**src/rtl/mem_pkg.sv**
```systemverilog
// Shared widths, owner and FSM encodings for the SDRAM-side arbiter (mem_arbiter).
package mem_pkg;

  localparam int unsigned MEM_ADDR_W = 24;
  localparam int unsigned MEM_DATA_W = 16;

  typedef enum logic {
    OWN_CPU = 1'b0,
    OWN_VID = 1'b1
  } owner_e;

  typedef enum logic [1:0] {
    ST_IDLE      = 2'd0,
    ST_ISSUE     = 2'd1,
    ST_WAIT_BUSY = 2'd2,
    ST_WAIT_DONE = 2'd3
  } state_e;

endpackage

```
**src/rtl/cpu_req_sync.sv**
```systemverilog
// Level-handshake bookkeeping for a slow-clock master: one access per request level,
// sticky ready until the request level drops, then re-arm.
module cpu_req_sync (
  input  logic clk,
  input  logic rst,
  input  logic i_req,
  input  logic i_done,
  output logic o_armed,
  output logic o_ready
);

  always_ff @(posedge clk or posedge rst) begin
    if (rst) begin
      o_armed <= 1'b1;
      o_ready <= 1'b0;
    end else if (i_done) begin
      o_ready <= 1'b1;
      o_armed <= 1'b0;
    end else if (o_ready && !i_req) begin
      o_ready <= 1'b0;
      o_armed <= 1'b1;
    end
  end

endmodule

```
**src/rtl/mem_arbiter.sv**
```systemverilog
// Two-master (CPU, video) arbiter onto the single SDRAM controller command port.
// Define MEM_ARB_STARVE_GUARD_EN to bound video grants while the CPU waits.
module mem_arbiter
  import mem_pkg::*;
#(
  parameter int unsigned ADDR_W = MEM_ADDR_W,
  parameter int unsigned DATA_W = MEM_DATA_W
`ifdef MEM_ARB_STARVE_GUARD_EN
  ,
  parameter int unsigned MAX_VID_STREAK = 8
`endif
) (
  input  logic              clk,
  input  logic              rst,
  input  logic [ADDR_W-1:0] cpu_addr,
  input  logic [DATA_W-1:0] cpu_wdata,
  input  logic              cpu_read,
  input  logic              cpu_write,
  output logic [DATA_W-1:0] cpu_rdata,
  output logic              cpu_busy,
  output logic              cpu_ready,
  input  logic [ADDR_W-1:0] vid_addr,
  input  logic              vid_req,
  output logic [DATA_W-1:0] vid_rdata,
  output logic              vid_ack,
  output logic [ADDR_W-1:0] dr_addr,
  output logic [DATA_W-1:0] dr_wdata,
  output logic              dr_read,
  output logic              dr_write,
  input  logic [DATA_W-1:0] dr_rdata,
  input  logic              dr_busy,
  input  logic              dr_ready
);

  state_e r_state;
  owner_e r_owner;
  logic   r_is_wr;
  logic   r_wait_cnt;

  logic w_cpu_req;
  logic w_cpu_armed;
  logic w_cpu_elig;
  logic w_grant_vid;
  logic w_grant_cpu;
  logic w_xfer_done;
  logic w_cpu_done;

  assign w_cpu_req  = cpu_read | cpu_write;
  assign w_cpu_elig = w_cpu_req & w_cpu_armed;

`ifdef MEM_ARB_STARVE_GUARD_EN
  localparam int unsigned STREAK_W = $clog2(MAX_VID_STREAK + 1);

  logic [STREAK_W-1:0] r_streak;
  logic                w_cpu_first;

  assign w_cpu_first = w_cpu_elig & (r_streak == STREAK_W'(MAX_VID_STREAK));
  assign w_grant_vid = vid_req & ~w_cpu_first;

  // Count video grants made over a waiting CPU; any CPU grant or CPU-idle cycle clears it.
  always_ff @(posedge clk or posedge rst) begin
    if (rst) begin
      r_streak <= '0;
    end else if (r_state == ST_IDLE) begin
      if (!w_cpu_elig) begin
        r_streak <= '0;
      end else if (!dr_busy) begin
        if (w_grant_vid) r_streak <= r_streak + STREAK_W'(1);
        else             r_streak <= '0;
      end
    end
  end
`else
  assign w_grant_vid = vid_req;
`endif

  assign w_grant_cpu = w_cpu_elig & ~w_grant_vid;

  // Reads finish on the data-valid pulse, writes when the controller drops busy.
  assign w_xfer_done = (r_state == ST_WAIT_DONE) && (r_is_wr ? !dr_busy : dr_ready);
  assign w_cpu_done  = w_xfer_done && (r_owner == OWN_CPU);

  cpu_req_sync u_cpu_sync (
    .clk     (clk),
    .rst     (rst),
    .i_req   (w_cpu_req),
    .i_done  (w_cpu_done),
    .o_armed (w_cpu_armed),
    .o_ready (cpu_ready)
  );

  always_ff @(posedge clk or posedge rst) begin
    if (rst) begin
      r_state    <= ST_IDLE;
      r_owner    <= OWN_CPU;
      r_is_wr    <= 1'b0;
      r_wait_cnt <= 1'b0;
      dr_addr    <= '0;
      dr_wdata   <= '0;
      dr_read    <= 1'b0;
      dr_write   <= 1'b0;
      cpu_rdata  <= '0;
      cpu_busy   <= 1'b0;
      vid_rdata  <= '0;
      vid_ack    <= 1'b0;
    end else begin
      vid_ack <= 1'b0;
      case (r_state)
        ST_IDLE: begin
          if (!dr_busy && (w_grant_vid || w_grant_cpu)) begin
            r_state    <= ST_ISSUE;
            r_wait_cnt <= 1'b0;
            if (w_grant_vid) begin
              r_owner <= OWN_VID;
              r_is_wr <= 1'b0;
              dr_addr <= vid_addr;
              dr_read <= 1'b1;
            end else begin
              r_owner  <= OWN_CPU;
              r_is_wr  <= cpu_write;
              dr_addr  <= cpu_addr;
              dr_wdata <= cpu_wdata;
              dr_read  <= ~cpu_write;
              dr_write <= cpu_write;
              cpu_busy <= 1'b1;
            end
          end
        end
        ST_ISSUE: begin
          dr_read  <= 1'b0;
          dr_write <= 1'b0;
          r_state  <= ST_WAIT_BUSY;
        end
        ST_WAIT_BUSY: begin
          // Give the controller two cycles to acknowledge before moving on regardless.
          if (dr_busy || r_wait_cnt) r_state <= ST_WAIT_DONE;
          else                       r_wait_cnt <= 1'b1;
        end
        ST_WAIT_DONE: begin
          if (w_xfer_done) begin
            r_state <= ST_IDLE;
            if (r_owner == OWN_VID) begin
              vid_ack   <= 1'b1;
              vid_rdata <= dr_rdata;
            end else begin
              cpu_busy <= 1'b0;
              if (!r_is_wr) cpu_rdata <= dr_rdata;
            end
          end
        end
        default: r_state <= ST_IDLE;
      endcase
    end
  end

endmodule
```
**config.mk**
```make
export PLATFORM = sky130hd
export DESIGN_NAME = mem_arbiter
export DESIGN_NICKNAME = d
export VERILOG_FILES = /design/src/rtl/mem_pkg.sv /design/src/rtl/cpu_req_sync.sv /design/src/rtl/mem_arbiter.sv
export SDC_FILE = /design/constraint.sdc
export NUM_CORES = 1
export LEC_CHECK = 0
export ABC_AREA = 1
export CELL_PAD_IN_SITES_DETAIL_PLACEMENT = 1
export CELL_PAD_IN_SITES_GLOBAL_PLACEMENT = 2
export CORE_MARGIN = 3
export CORE_UTILIZATION = 24
export CTS_CLUSTER_SIZE = 10
export DETAILED_ROUTE_END_ITERATION = 12
export GPL_ROUTABILITY_DRIVEN = 0
export PLACE_DENSITY_LB_ADDON = 0.1
export SYNTH_ARGS = -nofsm -noshare
export SYNTH_HDL_FRONTEND = slang
export SYNTH_SLANG_ARGS = --single-unit
```
**constraint.sdc**
```tcl
create_clock -name clk -period 7 [get_ports clk]
set_input_delay 1.4 -clock clk [delete_from_list [all_inputs] [get_ports clk]]
set_output_delay 1.4 -clock clk [all_outputs]
set_load 0.03 [all_outputs]
```
==> out/qor.csv, run 1 <==
metric,value,unit
outcome,finished clean,
cts_root_buffer,clkbuf_16,
clkTransAtPathRegs,0.06,ns
synth_top_area_share,55.2,%
cts_hold_buffers,0,
dieArea,17000,µm²
crit_type,input pin to flip-flop,
io_pins,164,
numCtsBuffers,9,
synth_compound_area_share,3.47,%
p_per_area,448,nW/µm²
endpoint_kind,flip-flop,
fin_crit_sh,51.0,%
core-area,14900,µm²
cpPeakStageDelay,0.45,ns
dp_hpwl,8580,µm
cts.sinks,83,
final_nets,714,
grt_pass1_vias,3541,
antennaDiodeCount,0,
tns,0,ns
hold_path.class,flip-flop to flip-flop,
wirelength,11800,µm
die_y,130,µm
cts_tree,done,
yosys_warnings,0,
max_freq,280,MHz
vias,3419,
wl_per_cell,14.5,µm
hold_depth,2,
antenna_found_initial,0,
grt_pass1_wl,18500,µm
max_slew_margin,34.0,%
synthDistinctLibCells,25,
num-fill-cells,1796,
synth_top_family_by_area,simple AND/OR/NAND/NOR gates,
synth_area_leaders,"dfrtp_1, nand2_1, o21ai_0",
synthMuxAreaShare,0,%
synth_simple_gate_area_share,33.7,%
rows,44,
post-cts-setup-buffer-count,0,
port_buffers,163,
vias_per_cell,4.22,
ir_drop,0.000146,V
fin_ws,3.43,ns
grtUsageTotal,14.1,%
ys_seq_area_share,55.9,%
r2r_start,r_state[0]$_DFFE_PP0P_,
syn_nets,555,
cts_resized,0,
clock_skew,0.00531,ns
post-place-ws,3.01,ns
r2r_cells,7,
grt_max_degree,76,
synth_area,3720,µm²
synth.largest_area_cell,dfrtp_1,
ys_ff_latch,83,
multiInputGateArea,1450,µm²
crit_chain,clkdlybuf4s50_1 > buf_4 > inv_2 > nand2_2 > nand3_1 > buf_4 > inv_2 > nand3_1 > nand2_1,
tightest_slew,0.990,ns
cts-htree-levels,3,
seqCellArea,2080,µm²
period_needed,3.57,ns
holdPathEnd,vid_rdata[12]$_DFFE_PP0P_,
grt_overflow_total,0,
critPathMaxFanout,26,
hold_violations,0,
min_from,vid_rdata[12]$_DFFE_PP0P_,
drive_gt1_share,5.42,%
setup_viol,0,
crit_path_start_kind,input pin,
ant_nets,0,
worst_r2r_endpoint,dr_read$_DFFE_PP0P_,
insertion_delay,0.34,ns
drv_cap,0,
synth_adder_area_share,1.68,%
drcViolationCount,0,
rrSetupSlack,4.86,ns
drv_slew,0,
slowest_stage,clkdlybuf4s50_1,
required,7.27,ns
drtIter0Drc,140,
avgSynthCellArea,8.03,µm²
cts_buffer_depth,2,
area_delta_synth_final,55.0,%
die_w,130,µm
rsz0062_at_grt,no,
leakage,2.87,nW
critPathArrivalTime,3.84,ns
first_pass_iters,4,
synth_cells,463,
start_util,25.0,%
synth_xor_area_share,0,%
==> placed cells by master, fill, tap and decap left out, types with 3 or more instances in the layout <==
| cell type | Yosys | layout |
|---|---|---|
| clkbuf_16 | 0 | 9 |
| clkdlybuf4s50_1 | 0 | 163 |
| dfrtp_1 | 82 | 82 |
| nand2_1 | 291 | 291 |
| nand3_1 | 6 | 6 |
| inv_2 | 4 | 4 |
| nand2_2 | 4 | 4 |
| ha_1 | 5 | 5 |
| clkbuf_8 | 0 | 4 |
| nor2_1 | 5 | 5 |
| o21ai_1 | 3 | 3 |
| inv_1 | 13 | 12 |
| buf_4 | 4 | 3 |
| o21ai_0 | 19 | 19 |
==> cells in the mapped netlist (all sizes together) <==
library cell  instances
clkbuf                3
nor3                  1
nand2               296
buf                  15
dfstp                 1
a21oi                 2
nand4                 2
dfrtp                82
inv                  17
nand3                 7
o21ai                23
or2                   1
nor2                  8
ha                    5
==> where the power goes <==
part	total [mW]	switching [mW]	internal, mW
registers	0.836	0.138	0.698
clock network	0.465	0.185	0.279
logic	1.28	0.773	0.511
==> cell type report <==
| cell class | count | share of cell area, % |
|---|---|---|
| repair buffers | 166 | 28.7 |
| clock buffers | 15 | 4.99 |
| clock inverters | 1 | 0.0868 |
| well taps | 184 | 3.99 |
| multi-input cells | 345 | 25.1 |
| flip-flops and latches | 83 | 36.0 |
| inverters | 17 | 1.13 |
==> critical path, delay by kind of cell <==
kind / cells / cell delay (ns)
buffers and inverters: 5 / 1.70
AND/OR/NAND/NOR: 4 / 0.71
==> kinds of logic after synthesis <==
| group | after synthesis |
|---|---|
| flip-flops | 83 |
| adder cells (fa/ha/maj) | 5 |
| AND/OR/NAND/NOR | 315 |
| buffers and inverters | 35 |
| AO/OA/AOI/OAI | 25 |
==> metal layers <==
layer / track usage, % / routed length [µm] / part of all wire, %
met3: 4.11 / 794 / 6.7
met4: 6.35 / 284 / 2.4
met2: 22.6 / 5550 / 47
met5: 0 / 0 / 0
met1: 17.6 / 5140 / 44
==> flip-flops by register name, indices dropped and copies added, names as in the netlist <==
name and cells:
u_cpu_sync.o_armed 1, dr_write 1, dr_wdata 16, r_is_wr 1, dr_read 1, r_wait_cnt 1, dr_addr 24, vid_rdata 16
u_cpu_sync.o_ready 1, r_owner 1, cpu_rdata 16, vid_ack 1, cpu_busy 1, r_state 2
==> stage by stage <==
step | std cells | hold WS (ns) | total power, mW | util, % | instance area (µm²)
floorplan | 463 | 0.442 | 1.57 | - | 3720
global placement | 795 | 0.454 | 2.13 | 36.8 | 5470
detailed placement | 795 | 0.458 | 2.15 | 36.8 | 5470
CTS | 811 | 0.473 | 2.64 | 38.8 | 5770
global route | 811 | 0.504 | 2.77 | 38.8 | 5770
finish | 811 | 0.468 | 2.58 | 38.8 | 5770
==> worst max path at each step <==
stage / depth (start not counted) / end / slack, ns / start
after global placement: 9 / dr_read$_DFFE_PP0P_ / 3.12 / vid_req
after detailed placement: 9 / dr_read$_DFFE_PP0P_ / 3.01 / vid_req
after floorplan: 1 / cpu_busy$_DFFE_PP0P_ / 3.46 / rst
after CTS: 9 / dr_read$_DFFE_PP0P_ / 3.37 / vid_req
after global routing: 9 / dr_addr[0]$_DFFE_PP0P_ / 3.13 / vid_req
final: 9 / dr_read$_DFFE_PP0P_ / 3.43 / vid_req
Note: power is estimated with default switching activity, not from simulation.
==> run 2, diff against run 1 <==
--- a/config.mk
+++ b/config.mk
@@ -9,7 +9,7 @@
 export CELL_PAD_IN_SITES_DETAIL_PLACEMENT = 1
 export CELL_PAD_IN_SITES_GLOBAL_PLACEMENT = 2
 export CORE_MARGIN = 3
-export CORE_UTILIZATION = 24
+export CORE_UTILIZATION = 23
 export CTS_CLUSTER_SIZE = 10
 export DETAILED_ROUTE_END_ITERATION = 12
 export GPL_ROUTABILITY_DRIVEN = 0
==> constraint.sdc (replaced) <==
create_clock -name clk -period 3.4 [get_ports clk]
set_input_delay 0.68 -clock clk [delete_from_list [all_inputs] [get_ports clk]]
set_output_delay 0.68 -clock clk [all_outputs]
set_load 0.03 [all_outputs]
==> out/qor.csv, run 2 (same netlist as run 1, synthesis figures left out) <==
metric,value,unit,change
cts_resized,0,,unchanged
cpPeakStageDelay,0.54,ns,was 0.45 ns
cp_common_cell,nand3_1,,
critPathMaxFanout,25,,was 26
endpoint_kind,flip-flop,,unchanged
antennaDiodeCount,0,,unchanged
worst-path-stages,7,,was 9
ir_drop,0.000262,V,was 0.000146 V
fin_ws,1.19,ns,was 3.43 ns
port_buffers,163,,unchanged
comb_power_share,49.4,%,was 49.7%
first_pass_iters,4,,unchanged
cts_buffer_depth,2,,unchanged
tns,0,ns,unchanged
io_pins,164,,unchanged
grt_overflow_total,0,,unchanged
setup_viol,0,,unchanged
grt_pass1_wl,19500,µm,was 18500 µm
post-cts-setup-buffer-count,0,,unchanged
core-area,15500,µm²,was 14900 µm²
final_common_cell,nand2_1,,unchanged
dieArea,17700,µm²,was 17000 µm²
cts-htree-levels,3,,unchanged
required,3.68,ns,was 7.27 ns
final_nets,715,,was 714
area_delta_synth_final,56.6,%,was 55.0%
max_flop_register,dr_addr,,unchanged
slowest_stage,clkdlybuf4s50_1,,unchanged
rsz0062_at_grt,no,,unchanged
drv_slew,0,,unchanged
post-place-ws,0.726,ns,was 3.01 ns
power.internal,3.08,mW,was 1.49 mW
wl_per_cell,14.1,µm,was 14.5 µm
grt_pass1_vias,3856,,was 3541
drive_gt1_share,5.57,%,was 5.42%
p_per_area,919,nW/µm²,was 448 nW/µm²
die_w,133,µm,was 130 µm
grt_max_degree,84,,was 76
max_freq,452,MHz,
clkTransAtPathRegs,0.06,ns,about the same
p_sw,2.27,mW,was 1.10 mW
worst_r2r_endpoint,dr_wdata[13]$_DFFE_PP0P_,,was dr_read$_DFFE_PP0P_
r2r_start,r_state[0]$_DFFE_PP0P_,,unchanged
ant_nets,0,,unchanged
cp_num_buf_inv,2,,was 5
drv_cap,0,,unchanged
final_cell_mix,"nand2_1, clkdlybuf4s50_1, dfrtp_1",,unchanged
leakage,2.88,nW,was 2.87 nW
max_slew_margin,44.6,%,was 34.0%
cts_tree,done,,unchanged
worstSetupEndpoint,dr_read$_DFFE_PP0P_,,unchanged
clkPwrFrac,18.6,%,was 18.0%
hold_violations,0,,unchanged
critPathArrivalTime,2.49,ns,was 3.84 ns
cts_root_buffer,clkbuf_16,,unchanged
drcViolationCount,0,,unchanged
period_needed,2.21,ns,
clock_skew,0.00727,ns,was 0.00531 ns
start_util,24.0,%,was 25.0%
cts.sinks,83,,unchanged
vias_per_cell,4.16,,was 4.22
die_y,133,µm,was 130 µm
drtIter0Drc,110,,was 140
crit_path_start_kind,input pin,,unchanged
grtUsageTotal,13.7,%,was 14.1%
vias,3487,,was 3419
wirelength,11800,µm,about the same
largest_reg_flops,24,,unchanged
rows,45,,was 44
rrSetupSlack,1.29,ns,was 4.86 ns
fin_crit_sh,65.1,%,
r2r_cells,8,,was 7
critPathTopFamily,buffers and inverters,,unchanged
antenna_found_initial,0,,unchanged
cts_hold_buffers,0,,unchanged
dp_hpwl,8660,µm,was 8580 µm
setup.worst_path.start,cpu_write,,was vid_req
hold_path.class,flip-flop to flip-flop,,unchanged
p_seq_share,32.1,%,was 32.4%
crit_chain,clkdlybuf4s50_1 > o21ai_0 > nand2_2 > nand3_1 > inv_2 > nand3_1 > nand2_1,,was clkdlybuf4s50_1 > buf_4 > inv_2 > nand2_2 > nand3_1 > buf_4 > inv_2 > nand3_1 > nand2_1
tightest_slew,0.831,ns,was 0.990 ns
swShare,42.4,%,about the same
outcome,finished clean,,unchanged
insertion_delay,0.34,ns,about the same
crit_type,input pin to flip-flop,,unchanged
numCtsBuffers,9,,unchanged
-- run 2: changes by cell type in the layout (fill, tap and decap cells not counted), sizes merged --
cell      previous run  this run
clkinvlp             0         2
buf                  3         4
bufinv               0         1
clkbuf              15        12
-- run 2: worst min-delay path, stage by stage, from the launching register on --
cell     delay (ns)
dfrtp_1        0.34
nand2_1        0.05
nand2_1        0.04
-- run 2: how the worst min path moves through the flow --
stage                                    startpoint                         to  cells past startpoint
after floorplan              r_wait_cnt$_DFFE_PP0P_     r_wait_cnt$_DFFE_PP0P_                      2
after global placement       r_wait_cnt$_DFFE_PP0P_     r_wait_cnt$_DFFE_PP0P_                      2
after detailed placement  vid_rdata[11]$_DFFE_PP0P_  vid_rdata[11]$_DFFE_PP0P_                      2
after CTS                  vid_rdata[7]$_DFFE_PP0P_   vid_rdata[7]$_DFFE_PP0P_                      2
after global routing       vid_rdata[0]$_DFFE_PP0P_   vid_rdata[0]$_DFFE_PP0P_                      2
final                     vid_rdata[11]$_DFFE_PP0P_  vid_rdata[11]$_DFFE_PP0P_                      2
-- run 2: power by group through the flow --
| stage | sequential (mW) | combinational (mW) | clock, mW |
|---|---|---|---|
| 6_report | 1.71 | 2.64 | 0.994 |
| 5_1_grt | 1.78 | 2.87 | 1.07 |
| 4_1_cts | 1.72 | 2.70 | 1.04 |
| 3_5_place_dp | 1.74 | 2.69 | 0 |
| 3_3_place_gp | 1.73 | 2.65 | 0 |
| 2_1_floorplan | 2.49 | 0.748 | 0 |
-- run 2: area by class of cell --
| class | instances | area, µm² |
|---|---|---|
| timing repair buffer | 167 | 1670 |
| multi-input combinational | 345 | 1450 |
| tap | 211 | 264 |
| inverter | 17 | 65.1 |
| clock inverter | 4 | 50.0 |
| clock buffer | 12 | 246 |
| fill | 1797 | 9660 |
| sequential | 83 | 2080 |
-- run 2: through the flow --
step	cell area, µm²	instances	total power [mW]	util [%]	hold slack (ns)
floorplan	3720	463	3.24	-	0.442
global placement	5530	823	4.38	35.7	0.453
detailed placement	5530	823	4.43	35.7	0.457
CTS	5820	839	5.46	37.6	0.473
global route	5820	839	5.72	37.6	0.491
finish	5820	839	5.35	37.6	0.467
-- run 2: routing by layer --
layer / up-vias / GRT usage, % / wire length, µm
li1: 1729 / - / -
met1: 1643 / 16.8 / 5260
met2: 103 / 22.4 / 5500
met3: 12 / 4.68 / 833
met4: 0 / 5.14 / 205
met5: - / 0 / 0
==> run 3, diff against run 2 <==
--- a/config.mk
+++ b/config.mk
@@ -9,7 +9,7 @@
 export CELL_PAD_IN_SITES_DETAIL_PLACEMENT = 1
 export CELL_PAD_IN_SITES_GLOBAL_PLACEMENT = 2
 export CORE_MARGIN = 3
-export CORE_UTILIZATION = 23
+export CORE_UTILIZATION = 20
 export CTS_CLUSTER_SIZE = 10
 export DETAILED_ROUTE_END_ITERATION = 12
 export GPL_ROUTABILITY_DRIVEN = 0
==> constraint.sdc (replaced) <==
create_clock -name clk -period 2 [get_ports clk]
set_input_delay 0.4 -clock clk [delete_from_list [all_inputs] [get_ports clk]]
set_output_delay 0.4 -clock clk [all_outputs]
set_load 0.03 [all_outputs]
==> out/qor.csv, run 3 (same netlist as run 1, synthesis figures left out) <==
metric,value,unit,change
slowest_stage,clkdlybuf4s50_1,,unchanged
largest_reg_flops,24,,unchanged
post-cts-setup-buffer-count,0,,unchanged
rrSetupSlack,0.28,ns,was 1.29 ns
start_util,20.6,%,was 24.0%
outcome,finished clean,,unchanged
comb_power_share,50.0,%,was 49.4%
antennaDiodeCount,0,,unchanged
endpoint_kind,primary output,,was flip-flop
drv_cap,0,,unchanged
die_w,142,µm,was 133 µm
crit_chain,clkdlybuf4s50_1,,was clkdlybuf4s50_1 > o21ai_0 > nand2_2 > nand3_1 > inv_2 > nand3_1 > nand2_1
port_buffers,163,,unchanged
required,1.60,ns,was 3.68 ns
die_y,142,µm,was 133 µm
crit_type,flip-flop to primary output,,was input pin to flip-flop
multiInputGateArea,1450,µm²,unchanged
ir_drop,0.000431,V,was 0.000262 V
top_layer_used,met4,,unchanged
grtUsageTotal,12.4,%,was 13.7%
insertion_delay,0.33,ns,was 0.34 ns
routed-wl-met2,5620,µm,was 5500 µm
stdcell_area,5920,µm²,was 5820 µm²
numCtsBuffers,9,,unchanged
setup_viol,0,,unchanged
grt_max_degree,84,,unchanged
cts_root_buffer,clkbuf_16,,unchanged
cts_tree,done,,unchanged
final_cell_mix,"nand2_1, clkdlybuf4s50_1, dfrtp_1",,unchanged
final_core_util,32.7,%,was 37.6%
final_nets,724,,was 715
crit_path_start_kind,flip-flop,,was input pin
grt_pass1_wl,20000,µm,was 19500 µm
first_pass_iters,4,,unchanged
grt_overflow_total,0,,unchanged
max_freq,557,MHz,
max_slew_margin,66.9,%,was 44.6%
drv_slew,0,,unchanged
leakage,2.91,nW,was 2.88 nW
dieArea,20300,µm²,was 17700 µm²
wl_met3,903,µm,was 833 µm
p_total,9.11,mW,was 5.35 mW
grt_pass1_vias,3839,,was 3856
cts_hold_buffers,0,,unchanged
drive_gt1_share,6.91,%,was 5.57%
vias,3469,,was 3487
cts_resized,0,,unchanged
cts.sinks,83,,unchanged
rsz0062_at_grt,no,,unchanged
drcViolationCount,0,,unchanged
hold_ws,0.468,ns,was 0.467 ns
p_seq_share,31.7,%,was 32.1%
drtIter0Drc,133,,was 110
dp_cells,850,,was 823
final_common_cell,nand2_1,,unchanged
ant_nets,0,,unchanged
tns,0,ns,unchanged
p_per_area,1540,nW/µm²,was 919 nW/µm²
rows,49,,was 45
wl_met1,5330,µm,was 5260 µm
wirelength,12000,µm,was 11800 µm
post-place-ws,0.0228,ns,was 0.726 ns
hold_path.class,flip-flop to flip-flop,,unchanged
fin_crit_sh,89.8,%,
vias_per_cell,4.01,,was 4.16
antenna_found_initial,0,,unchanged
period_needed,1.80,ns,
p_sw,3.84,mW,was 2.27 mW
area_delta_synth_final,59.1,%,was 56.6%
critPathArrivalTime,1.40,ns,was 2.49 ns
core-area,18100,µm²,was 15500 µm²
dp_hpwl,8850,µm,was 8660 µm
fin_cells,866,,was 839
hold_violations,0,,unchanged
clkPwrFrac,18.3,%,was 18.6%
clock_skew,0.00450,ns,was 0.00727 ns
num-fill-cells,2131,,was 1797
placed_area,5620,µm²,was 5530 µm²
seqCellArea,2080,µm²,unchanged
cpPeakStageDelay,0.71,ns,was 0.54 ns
io_pins,164,,unchanged
tightest_slew,0.496,ns,was 0.831 ns
swShare,42.1,%,was 42.4%
fin_ws,0.204,ns,was 1.19 ns
cts_buffer_depth,2,,unchanged
max_flop_register,dr_addr,,unchanged
wl_per_cell,13.9,µm,was 14.1 µm
cts-htree-levels,3,,unchanged
critPathTopFamily,buffers and inverters,,unchanged
power.internal,5.28,mW,was 3.08 mW
clkTransAtPathRegs,0.06,ns,about the same
cp_num_buf_inv,1,,was 2
critPathMaxFanout,2,,was 25
run 3: cell count changes in the layout (fill, tap and decap cells not counted), sizes merged:
cell,change
clkinvlp,+1
buf,+9
clkinv,-1
run 3: area by class of cell:
cell class | count | area share, %
inverter | 17 | 1.14
multi-input combinational | 345 | 24.4
clock buffer | 12 | 4.17
tap | 229 | 4.84
sequential | 83 | 35.1
clock inverter | 4 | 0.846
timing repair buffer | 176 | 29.4
run 3: path summary, 6_finish.rpt:
check / start / end / depth (start not counted)
setup / recovery: dr_write$_DFFE_PP0P_ / dr_write / 1
hold / removal: vid_rdata[5]$_DFFE_PP0P_ / vid_rdata[5]$_DFFE_PP0P_ / 2
setup reg to reg: r_state[0]$_DFFE_PP0P_ / dr_wdata[8]$_DFFE_PP0P_ / 8
hold reg to reg: vid_rdata[5]$_DFFE_PP0P_ / vid_rdata[5]$_DFFE_PP0P_ / 2
max in group asynchronous: rst / vid_rdata[5]$_DFFE_PP0P_ / 3
min in group asynchronous: rst / vid_rdata[1]$_DFFE_PP0P_ / 3
run 3: routing by layer:
metal  GRT usage (%)  vias up
li1                -     1744
met1            15.3     1624
met2            20.4       92
met3            4.10        9
met4            4.20        0
met5               0        -
run 3: power groups by stage:
stage	combinational, mW	sequential [mW]	clock [mW]
after CTS	4.67	2.92	1.75
after global placement	4.60	2.92	0
after global routing	4.98	3.01	1.81
after detailed placement	4.65	2.93	0
after floorplan	1.27	4.23	0
final	4.56	2.89	1.66
